`config.mk`:
```
export PLATFORM = sky130hd
export DESIGN_NAME = beam_sum_accumulator
export DESIGN_NICKNAME = d
export VERILOG_FILES = /design/src/rtl/beam_sum_accumulator.sv
export SDC_FILE = /design/constraint.sdc
export NUM_CORES = 1
export LEC_CHECK = 0
export ABC_AREA = 1
export CORE_UTILIZATION = 61
export DETAILED_ROUTE_END_ITERATION = 16
export PLACE_DENSITY = 0.87
export SLEW_MARGIN = 10
export SYNTH_ARGS = -nofsm -noshare
export SYNTH_HDL_FRONTEND = slang
export SYNTH_SLANG_ARGS = --single-unit
export TNS_END_PERCENT = 50
```
`constraint.sdc`:
```
create_clock -name clk -period 5.59 [get_ports clk]
set_input_delay 1.118 -clock clk [delete_from_list [all_inputs] [get_ports clk]]
set_output_delay 1.118 -clock clk [all_outputs]
set_load 0.02 [all_outputs]
```
`src/rtl/beam_sum_accumulator.sv`:
```
// Beam sum accumulator: sums NUM_TAPS qualified samples per beam,
// scales by an arithmetic shift, saturates, and holds on valid/ready.
module beam_sum_accumulator #(
    parameter int DATA_W    = 32,
    parameter int ACC_W     = 40,
    parameter int NUM_TAPS  = 16,
    parameter int OUT_SHIFT = 4
) (
    input  logic              clk,
    input  logic              rst_n,
    input  logic [DATA_W-1:0] in_value,
    input  logic              in_good,
    input  logic              clear,
    output logic [DATA_W-1:0] out_sum,
    output logic              out_valid,
    input  logic              out_ready,
    output logic              out_sat,
    output logic              overrun,
    output logic [9:0]        tap_count
);

    localparam logic [9:0] LAST_TAP = 10'(NUM_TAPS - 1);
    localparam logic signed [ACC_W-1:0] SAT_MAX =
        ACC_W'((64'sd1 <<< (DATA_W - 1)) - 64'sd1);
    localparam logic signed [ACC_W-1:0] SAT_MIN = ~SAT_MAX;

    logic signed [ACC_W-1:0] acc_q, acc_d;
    logic        [9:0]       tap_q, tap_d;
    logic [DATA_W-1:0]       sum_q, sum_d;
    logic                    val_q, val_d;
    logic                    sat_q, sat_d;
    logic                    ovr_q, ovr_d;

    logic signed [ACC_W-1:0] in_ext;
    logic signed [ACC_W-1:0] total;
    logic signed [ACC_W-1:0] scaled;
    logic                    complete;
    logic                    sat_hi;
    logic                    sat_lo;
    logic                    load;
    logic                    xfer;

    assign in_ext   = ACC_W'($signed(in_value));
    assign total    = acc_q + in_ext;
    assign scaled   = total >>> OUT_SHIFT;
    assign sat_hi   = scaled > SAT_MAX;
    assign sat_lo   = scaled < SAT_MIN;
    assign complete = in_good && !clear && (tap_q == LAST_TAP);
    assign xfer     = val_q && out_ready;
    assign load     = complete && (!val_q || out_ready);

    // Accumulator and tap counter; clear wins over any sample this cycle.
    always_comb begin
        acc_d = acc_q;
        tap_d = tap_q;
        if (clear) begin
            acc_d = '0;
            tap_d = '0;
        end else if (in_good) begin
            if (complete) begin
                acc_d = '0;
                tap_d = '0;
            end else begin
                acc_d = total;
                tap_d = tap_q + 10'd1;
            end
        end
    end

    // Output register: load on completion unless a held result blocks it.
    always_comb begin
        sum_d = sum_q;
        sat_d = sat_q;
        val_d = val_q;
        ovr_d = ovr_q;
        if (xfer) begin
            val_d = 1'b0;
        end
        if (load) begin
            val_d = 1'b1;
            sat_d = sat_hi || sat_lo;
            if (sat_hi) begin
                sum_d = SAT_MAX[DATA_W-1:0];
            end else if (sat_lo) begin
                sum_d = SAT_MIN[DATA_W-1:0];
            end else begin
                sum_d = scaled[DATA_W-1:0];
            end
        end
        if (complete && val_q && !out_ready) begin
            ovr_d = 1'b1;
        end
    end

    // State registers with synchronous active-low reset.
    always_ff @(posedge clk) begin
        if (!rst_n) begin
            acc_q <= '0;
            tap_q <= '0;
            sum_q <= '0;
            val_q <= 1'b0;
            sat_q <= 1'b0;
            ovr_q <= 1'b0;
        end else begin
            acc_q <= acc_d;
            tap_q <= tap_d;
            sum_q <= sum_d;
            val_q <= val_d;
            sat_q <= sat_d;
            ovr_q <= ovr_d;
        end
    end

    assign out_sum   = sum_q;
    assign out_valid = val_q;
    assign out_sat   = sat_q;
    assign overrun   = ovr_q;
    assign tap_count = tap_q;

endmodule

```
# == After elaboration in Yosys (flattened, before gate mapping) ==
# Index checks and enable logic that the tools add are counted.
# classes
div_mod_pow,0
mux,6
n_addsub,2
n_eq_ne,1
shifts,0
n_mul,0
n_reduce_logical,13
order_cmp,2
n_bitwise,1
# op_table
cell,count
$mux 32,2
$add 40x32->40,1
$mux 40,1
$gt 36x32->1 const B,1
$lt 36x32->1 const B,1
$add 10x1->10 const B,1
$eq 10x4->1 const B,1
$mux 10,1
$logic_and 1x1->1,6
$logic_not 1->1,3
$logic_or 1x1->1,2
$mux 1,2
$reduce_bool 2->1,1
$reduce_or 2->1,1
$not 1->1,1
# word_totals
latchBits,0
elab_cells,31
romBits,0
inputBits,37
ram_bits,0
regBits,85
output_inout_bits,45
n_memories,0

# == Longest topological paths before layout ==
# logic_depth
depth_word,5
ltp_mapped,19
mapped_depth_nobuf,18

# == Worst setup path before layout ==
# OpenSTA, ideal clock, no wires.
# synth_timing
path_type,in2reg
start,input port in_value[0]
end,"register sum_q[10], in the netlist out_sum[10]"
stages,16
path_slack_ns,2.406
t_arrival_ns,3.062
required_time_ns,5.468
setup_ns,0.122
path_cell_list,ha_1 > inv_1 > fa_1 > o21ai_2 > nand2_1 > nand2_2 > nand2_1 > nand3_2 > nand2_2 > nand2_2 > nand2_1 > nand2_1 > nand4_2 > a21oi_4 > buf_8 > a21oi_2
# synth_between
elab_chain_len,4
word_cells_on_any_way,5
# synth_rtl
element,line,text
start: declaration,11,"input logic [DATA_W-1:0] in_value,"
$add 40x32->40 (*),44,assign total = acc_q + in_ext;
$lt 36x32->1,47,assign sat_lo = scaled < SAT_MIN;
$mux 32,84,end else if (sat_lo) begin
$mux 32 (*),82,if (sat_hi) begin
end signal: assignment,107,sum_q <= sum_d;
end: declaration,29,"logic [DATA_W-1:0] sum_q, sum_d;"
# Every way passes the cells marked *; elsewhere a longest branch is shown, timed or not.
# A chain may end at the register's enable or synchronous reset.

# == Final worst setup path ==
# layout_timing
start,input port in_value[31]
end,"register sum_q[0], in the netlist out_sum[0]"
# The elaborated chain is that of the path after synthesis.

==> flow_summary.yaml <==
worst_setup_path:
  startpoint: "in_value[31]"
  startpoint_type: "input pin"
  required_ps: 5840
  reg2reg_to: "out_sum[0]"
  path_class: "input pin to flop"
  worstRegToRegCells: 16
  r2r-start: "acc_q[0]"
  r2r_slack_ps: 2440
  arrival_ps: 4350
  critical_path.cell_chain: "clkdlybuf4s50_1 > ha_1 > a21oi_1 > o21ai_0 > nand2_1 > nand2_1 > a21oi_1 > nand3_1 > nand2_1 > nand4_2 > a21oi_4 > buf_4 > a21oi_1"
  crit_fanout: 13
  cpMaxStageDelayCell: "clkdlybuf4s50_1"
  critPathMaxStageDelay_ps: 790
  end_kind: "flop"
clocking:
  ctsResizeCount: 0
  cts-buffers-inserted: 9
  cts_tree: "done"
  cts_sinks: 85
  ctsHtreeMaxLevel: 3
  cts.hold.buffers_added: 0
  clk_latency_ps: 380
  clock_path_buffers: 2
  post_cts_buffers: 0
  ctsRootBufferMaster: "clkbuf_8"
  clkTransAtPathRegs_ps: 90
routing:
  firstDrtPassIters: 5
  drc: 0
  viasPerCell: 5.478
  drt-total-wl_um: 16850
  wl_per_cell_um: 14.97
  ant_nets: 0
  vias: 6168
  drtIter0Drc: 402
synthesis:
  yosysWarningCount: 0
  synth_fp_nets: 991
  yosysSeqAreaShare_pct: 27.46
  synth_top_family_by_area: "simple AND/OR/NAND/NOR gates"
  synth-edff-count: 0
  synth-simple-area-share_pct: 33.07
  yosys.area.top_type_share_pct: 27.46
  syn_area_um2: 6197
  synth_fa_ha_area_share_pct: 8.399
  synth.area.mux_share_pct: 0
  synth_cells: 913
  synthFlopType: "dfxtp_1"
  synth-seq-cells: 85
  avgSynthCellArea_um2: 6.788
  synth_cell_types: 45
  yosysTopAreaCell: "dfxtp_1"
  synth_compound_area_share_pct: 17.38
  async_flop_share_pct: 0
  synth_xor_area_share_pct: 5.391
  synth.area.top_cells: "dfxtp_1 (27%), nand2_1 (17%), ha_1 (8.1%), a21oi_1 (6.6%), inv_1 (4.8%)"
sta:
  layout_setup_ws_ps: 1497
  rsz0062_at_grt: "no"
  max_freq_ghz: 0.2443
  hold_violations: 0
  fin_crit_ps: 4093
  tightest_slew_ps: 910.6
  finalCritPeriodShare_pct: 73.23
  finalClockSkew_ps: 18.77
  slew_viol_final: 0
  timing.final.setup_violations: 0
  setup_tns_ps: 0
  relSlewSlack_pct: 39.23
finish:
  n_antenna_cell: 0
  layout-drive-gt1-share_pct: 13.29
  area_growth_pct: 17.73
  final_area_um2: 7296
  final_cell_count_no_fill: 1126
  nNetsFinal: 1066
  final_common_cell: "nand2_1"
  mostFrequentLayoutCells: "nand2_1 (276), dfxtp_1 (85), a21oi_1 (82), clkdlybuf4s50_1 (81), inv_1 (79)"
die:
  dieWidth_um: 102.8
  fp.dieH_um: 102.8
  start_util_pct: 63.11
  coreArea_um2: 9819
  io-pin-count: 82
  die-area_um2: 10570
  num_rows: 36
placement:
  routabilityCongestion: 0.9487
  port_buffers: 81
  dpl_cell_area_um2: 7057
  numPlacedInstances: 1110
  dp_slack_ps: 1212
  place_hpwl_um: 12750
min_path:
  worstHoldStart: "acc_q[29]"
  hold_depth: 2
  hold_path.class: "flop to flop"
  hold-path-endpoint: "acc_q[29]"
grt:
  antenna_found_initial: 0
  grt.total_usage_pct: 33.11
  grt_max_degree: 42
  grt_pass1_wl_um: 27170
  grt_overflow_total: 0
  grt_pass1_vias: 5791
pwr:
  ir_drop_uv: 106.3
  leakage_nw: 3.253
  power-per-cell-area_nw_per_um2: 213.1
flow_run:
  maxCapViolations: 0
run_status:
  status: "complete, no violations"
==> flip-flops by register name, summed over array words and instances (netlist names) <==
| signal | cells |
|---|---|
| overrun | 1 |
| acc_q | 40 |
| tap_count | 10 |
| out_valid | 1 |
| out_sum | 32 |
| out_sat | 1 |
==> metrics by stage <==
step                      hold slack [ps]  total power, mW  utilization (%)
after global routing                490.8            1.617            74.30
after floorplan                     448.7           0.9258                -
after global placement              449.1            1.006            71.87
after CTS                           474.3            1.549            74.30
after detailed placement            460.8            1.011            71.87
final                               474.6            1.554            74.30
==> power by group <==
group,leakage [nW],switching (mW),internal [mW]
registers,0.688,0.00818,0.618
clock network,0.118,0.248,0.300
logic,2.45,0.252,0.128
total,3.25,0.508,1.05
==> cells in the mapped netlist, types with 2 or more instances <==
master / number
dfxtp_1: 85
xnor2_1: 11
o21ai_1: 2
nor3_2: 3
nand2_2: 44
nor2_4: 3
ha_1: 40
nand4_1: 6
nand3_1: 28
inv_2: 10
buf_12: 3
o21ai_0: 45
nor4_1: 2
buf_8: 3
clkinv_1: 2
a31oi_1: 9
a21oi_1: 82
inv_1: 79
o21bai_1: 3
nand2_1: 276
a21oi_2: 31
xor2_1: 24
clkbuf_1: 18
nor2_2: 5
nand3_2: 5
nor2_1: 64
nor3_1: 11
o21a_1: 2
==> metal layers <==
layer / vias to the layer above / routed length [um] / GRT usage, %
met2: 218 / 7561 / 54.00
met1: 2797 / 7697 / 44.71
li1: 3105 / - / -
met5: - / 0 / 0
met4: 0 / 422 / 12.46
met3: 48 / 1173 / 4.203
==> cells by family (layout without fill, tap and decap cells) <==
family	count (synthesis)	after routing
xor gates and xnor gates	36	36
buffers and inverters	115	195
adders and majority gates	41	41
and+or+nand+nor	455	455
AOI/OAI and AO/OA	181	181
DFF	85	85
==> layout make-up <==
cell class	count	area (um2)
inverter	91	341.6
clock buffer	11	131.4
tap	133	166.4
timing repair buffer	88	863.3
fill	846	2524
clock inverter	5	107.6
sequential	85	1702
multi-input combinational	713	3984
==> worst max-delay path, delay by kind of cell <==
kind,cells,cell delay (ps)
buf+inv,2,1110
simple gates,5,560
fa+ha+maj,1,370
compound gates,5,1190
==> worst max-delay path by stage <==
stage	endpoint	slack (ps)	cells past startpoint
floorplan	out_sum[10]	2410	16
global placement	out_sum[0]	1300	17
detailed placement	out_sum[0]	1210	13
CTS	out_sum[0]	1570	13
global route	out_sum[0]	1210	14
finish	out_sum[0]	1500	13
Power figures use the tool's default switching activity.
